==> src/rtl/fetch_unit.sv <==
// fetch_unit: fetch stage and PC owner for the 5-stage WISC pipeline.
//
// Issues one instruction-memory read per cycle, where data returns one cycle after
// the request. Responses are buffered in a small FIFO so that decode stalls never
// drop instructions. Decode can redirect fetch (taken branch/jump) or halt it.
// HALTED is left only by reset.
//
// Optional build macro: FETCH_BYPASS_EN
//   When defined, a response that arrives while the FIFO is empty is presented to
//   decode in the same cycle. When undefined, every response passes through the FIFO.
//
// Ports:
//   clk          system clock, rising edge
//   rst          asynchronous active-low reset
//   imem_req     read request this cycle
//   imem_addr    read address (current PC)
//   imem_rdata   read data, valid the cycle after imem_req
//   id_stall     decode cannot accept this cycle
//   redirect     taken branch/jump from decode
//   redirect_pc  redirect target
//   halt         decode saw HALT
//   instruction  instruction to decode (NOP 16'h0800 when nothing valid)
//   PC_2         address of instruction + 2 (holds last value when nothing valid)
//   if_valid     instruction/PC_2 valid
//   halted       fetch stopped
//   err          sticky misaligned-redirect error
module fetch_unit #(
   parameter int unsigned     PC_W      = 16,
   parameter logic [PC_W-1:0] RESET_PC  = '0,
   parameter int unsigned     BUF_DEPTH = 2
) (
   input  logic            clk,
   input  logic            rst,
   output logic            imem_req,
   output logic [PC_W-1:0] imem_addr,
   input  logic [15:0]     imem_rdata,
   input  logic            id_stall,
   input  logic            redirect,
   input  logic [PC_W-1:0] redirect_pc,
   input  logic            halt,
   output logic [15:0]     instruction,
   output logic [PC_W-1:0] PC_2,
   output logic            if_valid,
   output logic            halted,
   output logic            err
);

   localparam int unsigned PTR_W = (BUF_DEPTH > 1) ? $clog2(BUF_DEPTH) : 1;
   localparam int unsigned CNT_W = $clog2(BUF_DEPTH + 1);
   localparam int unsigned OCC_W = CNT_W + 1;
   localparam logic [15:0] NOP   = 16'h0800;

   typedef enum logic {StRun, StHalted} state_e;

   state_e            state_q;
   logic [PC_W-1:0]   pc_q;
   logic [PC_W-1:0]   issued_pc2_q;
   logic              inflight_q;
   logic              squash_q;
   logic              err_q;
   logic [PC_W-1:0]   pc2_last_q;
   logic [PTR_W-1:0]  rd_ptr_q;
   logic [PTR_W-1:0]  wr_ptr_q;
   logic [CNT_W-1:0]  count_q;
   logic [15:0]       instr_mem_q [BUF_DEPTH];
   logic [PC_W-1:0]   pc2_mem_q   [BUF_DEPTH];

   logic              run;
   logic              do_halt;
   logic              do_redirect;
   logic              flush;
   logic              resp_ok;
   logic              fifo_empty;
   logic              bypass;
   logic              pop;
   logic              pop_fifo;
   logic              push_wr;
   logic              issue;
   logic [OCC_W-1:0]  occ;
   logic [OCC_W-1:0]  occ_limit;
   logic [15:0]       instr_out;
   logic [PC_W-1:0]   pc2_out;

   function automatic logic [PTR_W-1:0] ptr_inc(input logic [PTR_W-1:0] p);
      return (p == PTR_W'(BUF_DEPTH - 1)) ? '0 : p + PTR_W'(1);
   endfunction

   always_comb begin
      run         = (state_q == StRun);
      do_halt     = run & halt;
      do_redirect = run & ~halt & redirect;
      flush       = do_halt | do_redirect;
      // A flush also kills the response landing this cycle; squash_q covers the next one.
      resp_ok     = inflight_q & ~squash_q & ~flush;
      fifo_empty  = (count_q == '0);
`ifdef FETCH_BYPASS_EN
      bypass      = fifo_empty & resp_ok;
`else
      bypass      = 1'b0;
`endif
      if (!fifo_empty) begin
         instr_out = instr_mem_q[rd_ptr_q];
         pc2_out   = pc2_mem_q[rd_ptr_q];
      end else if (bypass) begin
         instr_out = imem_rdata;
         pc2_out   = issued_pc2_q;
      end else begin
         instr_out = NOP;
         pc2_out   = pc2_last_q;
      end
      if_valid    = ~fifo_empty | bypass;
      pop         = if_valid & ~id_stall & ~flush;
      pop_fifo    = pop & ~fifo_empty;
      // A bypassed response consumed this cycle never needs a FIFO slot.
      push_wr     = resp_ok & ~(bypass & pop);
      // Issue while count + inflight - pop < BUF_DEPTH, written to avoid underflow.
      occ         = OCC_W'(count_q) + OCC_W'(inflight_q);
      occ_limit   = OCC_W'(BUF_DEPTH) + OCC_W'(pop);
      // rst gates the request so nothing is issued while reset is held.
      issue       = rst & run & ~halt & ~redirect & (occ < occ_limit);
   end

   assign imem_req    = issue;
   assign imem_addr   = pc_q;
   assign instruction = instr_out;
   assign PC_2        = pc2_out;
   assign halted      = (state_q == StHalted);
   assign err         = err_q;

   always_ff @(posedge clk or negedge rst) begin
      if (!rst) begin
         state_q      <= StRun;
         pc_q         <= RESET_PC;
         issued_pc2_q <= '0;
         inflight_q   <= 1'b0;
         squash_q     <= 1'b0;
         err_q        <= 1'b0;
         pc2_last_q   <= '0;
         rd_ptr_q     <= '0;
         wr_ptr_q     <= '0;
         count_q      <= '0;
         for (int i = 0; i < int'(BUF_DEPTH); i++) begin
            instr_mem_q[i] <= NOP;
            pc2_mem_q[i]   <= '0;
         end
      end else begin
         if (do_halt) begin
            state_q <= StHalted;
         end
         if (do_redirect && redirect_pc[0]) begin
            err_q <= 1'b1;
         end
         if (do_redirect) begin
            pc_q <= {redirect_pc[PC_W-1:1], 1'b0};
         end else if (issue) begin
            pc_q <= pc_q + PC_W'(2);
         end
         if (issue) begin
            issued_pc2_q <= pc_q + PC_W'(2);
         end
         inflight_q <= issue;
         squash_q   <= flush;
         pc2_last_q <= pc2_out;
         if (flush) begin
            rd_ptr_q <= '0;
            wr_ptr_q <= '0;
            count_q  <= '0;
         end else begin
            if (push_wr) begin
               instr_mem_q[wr_ptr_q] <= imem_rdata;
               pc2_mem_q[wr_ptr_q]   <= issued_pc2_q;
               wr_ptr_q              <= ptr_inc(wr_ptr_q);
            end
            if (pop_fifo) begin
               rd_ptr_q <= ptr_inc(rd_ptr_q);
            end
            count_q <= count_q + CNT_W'(push_wr) - CNT_W'(pop_fifo);
         end
      end
   end

endmodule

==> config.mk <==
export PLATFORM = sky130hd
export DESIGN_NAME = fetch_unit
export DESIGN_NICKNAME = d
export VERILOG_FILES = /design/src/rtl/fetch_unit.sv
export SDC_FILE = /design/constraint.sdc
export NUM_CORES = 1
export LEC_CHECK = 0
export CAP_MARGIN = 20
export CORE_MARGIN = 3
export CORE_UTILIZATION = 40
export DETAILED_ROUTE_END_ITERATION = 10
export PLACE_DENSITY = 0.64
export SLEW_MARGIN = 20
export SYNTH_ARGS = -nofsm -noshare
export SYNTH_HDL_FRONTEND = slang
export SYNTH_SLANG_ARGS = --single-unit
==> constraint.sdc <==
create_clock -name clk -period 3.2 [get_ports clk]
set_clock_uncertainty 0.2 [all_clocks]
set_input_delay 0.64 -clock clk [delete_from_list [all_inputs] [get_ports clk]]
set_output_delay 0.64 -clock clk [all_outputs]
set_load 0.1 [all_outputs]
==> results of run 1 <==
-- cells in the mapped netlist (all sizes together) (2+ instances only) --
| library cell | instances |
|---|---|
| o21ai | 26 |
| nand2 | 42 |
| nor2b | 2 |
| mux2i | 31 |
| inv | 9 |
| dfstp | 2 |
| mux2 | 62 |
| nand4 | 3 |
| dfrtp | 114 |
| nor2 | 33 |
| clkbuf | 9 |
| xnor2 | 15 |
| buf | 18 |
| and3 | 2 |
| nor3 | 6 |
| o21a | 6 |
| nor4 | 2 |
| and2 | 2 |
| a21o | 2 |
| o32ai | 5 |
| a21oi | 10 |
| nand3 | 7 |
| ha | 5 |
| o22ai | 10 |
-- cells by family (layout without fill, tap and decap cells) --
kind of cell	Yosys count	after routing	synth area share, %
compound gates	64	64	8.75
xor+xnor	16	16	2.69
fa+ha+maj	5	5	1.20
buf+inv	36	136	3.54
flops	116	116	55.8
mux	93	93	19.4
other cells	1	1	0.0721
simple gates	102	102	8.51
-- cells in the final DEF (no fill, tap or decap), types with 3 or more instances in the layout --
cell type and count:
dfrtp_1 113, mux2_2 61, nand2_1 41, clkdlybuf4s50_1 35, buf_12 33, mux2i_1 31
nor2_1 31, buf_4 30, clkbuf_16 17, xnor2_1 15, o21ai_1 13, o21ai_0 11
o22ai_1 10, inv_1 8, nand3_1 7, nor3_1 6, a21oi_1 6, o21a_1 6
clkbuf_8 6, ha_1 5, a21oi_2 4, nand4_1 3, o32ai_2 3
-- worst max-delay path by stage --
stage                           from  endpoint  slack [ns]  depth (start not counted)
after floorplan           count_q[1]  PC_2[15]       -0.48                          3
after global placement      redirect  imem_req        0.30                          6
after detailed placement    redirect  imem_req        0.26                          6
after CTS                   redirect  imem_req        0.25                          6
after global routing        redirect  imem_req        0.20                          6
final                       redirect  imem_req        0.25                          6
-- report_power, final --
part / switching (mW) / internal [mW]
clock network: 0.595 / 1.25
registers: 0.152 / 1.56
logic: 0.791 / 0.400
total: 1.54 / 3.21
-- cell type report --
type,count,area (um^2)
sequential,116,2910
tap,172,215
multi-input combinational,281,2130
fill,1097,5570
clock inverter,4,70.1
clock buffer,25,515
timing repair buffer,98,1240
inverter,9,33.8
-- per-layer routing --
| metal | GRT usage (%) | share of wire [%] | wire (um) | vias up |
|---|---|---|---|---|
| met1 | 22.0 | 47 | 5180 | 1749 |
| met5 | 0 | 0 | 0 | - |
| li1 | - | - | - | 1688 |
| met3 | 5.23 | 5.2 | 569 | 9 |
| met4 | 5.94 | 0.98 | 107 | 0 |
| met2 | 24.2 | 46 | 5060 | 93 |
-- worst max-delay path, stage by stage --
cell             delay [ns]
clkdlybuf4s50_1        0.46
o21ba_1                0.24
o41ai_4                0.41
nand2_4                0.08
inv_2                  0.10
buf_12                 0.17
-- state kept, by name (all words and copies together), names as in the netlist --
| signal | flops |
|---|---|
| instr_mem_q | 32 |
| pc2_mem_q | 30 |
| pc2_last_q | 16 |
| imem_addr | 15 |
| issued_pc2_q | 15 |
| count_q | 2 |
| err | 1 |
| halted | 1 |
| inflight_q | 1 |
| rd_ptr_q | 1 |
| squash_q | 1 |
| wr_ptr_q | 1 |
==> flow_summary.json, run 1 <==
{
  "cts_buffer_depth": 2,
  "leakagePower_nw": 3.31,
  "pin_count": 89,
  "antenna_found_initial": 0,
  "maxCapViolCount": 0,
  "start_util_pct": 41.1,
  "worst_slew_pin_slew_ns": 0.904,
  "whs_ns": 0.190,
  "final_nets": 565,
  "wl_mm": 10.9,
  "drive_gt1_share_pct": 31.7,
  "reg2reg_to": "imem_addr[10]",
  "synth.largest_area_cell": "dfrtp_1",
  "row_count": 41,
  "rsz0062_at_grt": "false",
  "placed_cells": 676,
  "place_area_um2": 6520,
  "synth_cell_type_count": 43,
  "track_usage_pct": 16.2,
  "ant_nets": 0,
  "fin_area_um2": 7110,
  "die_height_um": 120,
  "finalCritPeriodShare_pct": 92.1,
  "layout_setup_ws_ns": 0.254,
  "cts_buffers": 17,
  "grt_pass1_wl_mm": 18.5,
  "setup_violations": 0,
  "cp_max_fo": 4,
  "r2r_slack_ns": 0.90,
  "cp-end-kind": "primary output",
  "grt-ovfl-total": 0,
  "cts_setup_buffers": 0,
  "ctsHoldBuffers": 0,
  "clkTransAtPathRegs_ns": 0.05,
  "h-tree-depth": 4,
  "worst_r2r_path_depth": 6,
  "netlist.area_leader.share_pct": 54.8,
  "clkLatencyLatePin_ns": 0.40,
  "pre_cts_slack_ns": 0.260,
  "fmax_mhz": 339,
  "cts_tree": "done",
  "syn_avg_cell_area_um2": 12.0,
  "fin_crit_ns": 2.95,
  "diodes": 0,
  "cts_resized": 0,
  "setup_tns_ns": 0,
  "dp_hpwl_mm": 7.43,
  "port_buffers": 87,
  "synth_cells": 433,
  "critPathKind": "primary input to primary output",
  "drc": 0,
  "grt_max_degree": 74,
  "r2r_start": "count_q[0]",
  "die_area_um2": 14400,
  "grt_pass1_vias": 3653,
  "gp_congestion": 0.803,
  "yosysWarnings": 0,
  "stdcell_count": 705,
  "drt-wirelength-per-cell_um": 15.5,
  "synth_edf_count": 0,
  "dr.pass1.iters": 4,
  "core_um2": 12700,
  "max_slew_margin_pct": 39.7,
  "synthTopCellsByArea": "dfrtp_1, mux2_2, mux2i_1",
  "cts-root-buf": "clkbuf_16",
  "async_flop_share_pct": 100,
  "fin_util_pct": 56.1,
  "critPathLaunchType": "primary input",
  "ir_worst_vdd_mv": 0.417,
  "power_per_cell_area_nw_per_um2": 668,
  "dr_total_vias": 3539,
  "clkSinkCount": 116,
  "areaGrowthSynthToFinish_pct": 36.6,
  "synth.cell_area_um2": 5200,
  "fp.dieW_um": 120,
  "seq_area_frac_synth_pct": 55.8,
  "drt-initial-drc-count": 147,
  "ys_ff_latch": 116,
  "ys.flop_type": "dfrtp_1",
  "status": "completed",
  "routed_via_density": 5.02,
  "syn-num-nets": 475,
  "arrival_ns": 2.11,
  "cp_data_required_time_ns": 2.36,
  "power.total_mw": 4.75,
  "drv_slew": 0,
  "hold_viol_final": 0,
  "holdCritPathClass": "primary input to asynchronous set/reset pin"
}
Power figures use the tool's default switching activity.
==> inputs of run 2 (changes only) <==
- REMOVE_ABC_BUFFERS: unset -> 1
==> flow_summary.json, run 2 (synthesized netlist as in run 1, its figures left out) <==
{
  "multi_input_area_um2": 2130,
  "hold_viol_final": 0,
  "worst_slew_pin_slew_ns": 0.920,
  "die_area_um2": 14400,
  "power_frac_seq_pct": 37.6,
  "fin_crit_ns": 3.06,
  "swShare_pct": 33.7,
  "layout_common_cells": "dfrtp_1, mux2_2, buf_4, nand2_1, clkdlybuf4s50_1",
  "whs_ns": 0.130,
  "track_usage_pct": 16.4,
  "fillCellCount": 1131,
  "cts_resized": 0,
  "maxCapViolCount": 0,
  "cts_buffer_depth": 2,
  "setup_tns_ns": 0,
  "status": "completed",
  "reg_top3": "instr_mem_q (32), pc2_mem_q (30), pc2_last_q (16)",
  "power_per_cell_area_nw_per_um2": 668,
  "fmax_mhz": 327,
  "clkTransAtPathRegs_ns": 0.05,
  "holdCritPathClass": "primary input to asynchronous set/reset pin",
  "cp_cell_sequence": "mux2i_1, o21ai_0, buf_12",
  "cts_setup_buffers": 0,
  "cp-end-kind": "primary output",
  "fp.dieW_um": 120,
  "final_common_cell": "dfrtp_1",
  "gp_congestion": 0.781,
  "critPathLaunchType": "flip-flop",
  "slowest_delay_ns": 0.85,
  "cp_max_fo": 22,
  "pre_cts_slack_ns": 0.302,
  "dr_total_vias": 3497,
  "cts_buffers": 17,
  "ant_nets": 0,
  "arrival_ns": 2.22,
  "dp_hpwl_mm": 7.12,
  "setup_violations": 0,
  "fin_util_pct": 54.3,
  "grt_max_degree": 75,
  "grt-ovfl-total": 0,
  "drive_gt1_share_pct": 31.3,
  "pin_count": 89,
  "die_height_um": 120,
  "drc": 0,
  "port_buffers": 87,
  "ff_latch_area_um2": 2910,
  "rsz0062_at_grt": "false",
  "switchingPower_mw": 1.55,
  "ctsHoldBuffers": 0,
  "leakagePower_nw": 3.25,
  "clkLatencyLatePin_ns": 0.41,
  "drt-wirelength-per-cell_um": 15.5,
  "drv_slew": 0,
  "wl_mm": 11.0,
  "final_nets": 565,
  "row_count": 41,
  "ir_worst_vdd_mv": 0.358,
  "grt_pass1_vias": 3633,
  "cts_tree": "done",
  "h-tree-depth": 4,
  "fin_area_um2": 6890,
  "grt_pass1_wl_mm": 18.3,
  "critPathKind": "flip-flop to primary output",
  "intPower_mw": 3.05,
  "cpMaxStageDelayCell": "dfrtp_2",
  "largest_reg_flops": 32,
  "core_um2": 12700,
  "power.total_mw": 4.60,
  "drt-initial-drc-count": 139,
  "place_area_um2": 6330,
  "placed_cells": 676,
  "stdcell_count": 708,
  "diodes": 0,
  "routed_via_density": 4.94,
  "cts-root-buf": "clkbuf_16",
  "regMostFlops": "instr_mem_q",
  "clkSinkCount": 116,
  "start_util_pct": 41.1,
  "p_comb_share_pct": 24.4,
  "dr.pass1.iters": 4,
  "max_slew_margin_pct": 38.7,
  "finalCritPeriodShare_pct": 95.6,
  "areaGrowthSynthToFinish_pct": 32.3,
  "cp_data_required_time_ns": 2.36,
  "layout_setup_ws_ns": 0.140,
  "clkPwrFrac_pct": 38.0,
  "antenna_found_initial": 0
}
run 2: layout make-up:
| class | count | area share [%] |
|---|---|---|
| Sequential cell | 116 | 42.2 |
| Multi-Input combinational cell | 281 | 30.9 |
| Timing Repair Buffer | 98 | 15.2 |
| Clock buffer | 27 | 7.31 |
| Tap cell | 172 | 3.13 |
| Clock inverter | 5 | 0.727 |
| Inverter | 9 | 0.491 |
run 2: metal layers:
| layer | share of wire [%] | track usage [%] | vias to the layer above |
|---|---|---|---|
| met2 | 47 | 25.6 | 86 |
| met4 | 1.6 | 6.66 | 0 |
| met3 | 5.1 | 4.67 | 15 |
| met5 | 0 | 0 | - |
| li1 | - | - | 1685 |
| met1 | 46 | 21.6 | 1711 |
run 2: worst max-delay path, delay by kind of cell, from the launching register on:
kind	cells	cell delay, ns
compound gates	1	0.55
mux	1	0.15
flops	1	0.85
buf+inv	1	0.26
run 2: worst paths after layout:
| check | from | to | slack (ns) | cells after the start |
|---|---|---|---|---|
| min reg2reg | err | err | 0.27 | 1 |
| max in group asynchronous | rst | pc2_last_q[15] | 1.33 | 3 |
| min | rst | imem_addr[14] | 0.13 | 2 |
| max | rd_ptr_q | PC_2[13] | 0.14 | 3 |
| max reg2reg | count_q[0] | imem_addr[10] | 0.90 | 6 |
| min in group clk | err | err | 0.27 | 1 |
run 2: power groups by stage:
stage	registers [mW]	clock network [mW]	logic (mW)
3_3_place_gp	1.75	0	1.13
3_5_place_dp	1.75	0	1.14
4_1_cts	1.73	1.79	1.14
5_1_grt	1.74	1.86	1.19
6_report	1.73	1.75	1.12
2_1_floorplan	1.94	0	0.571
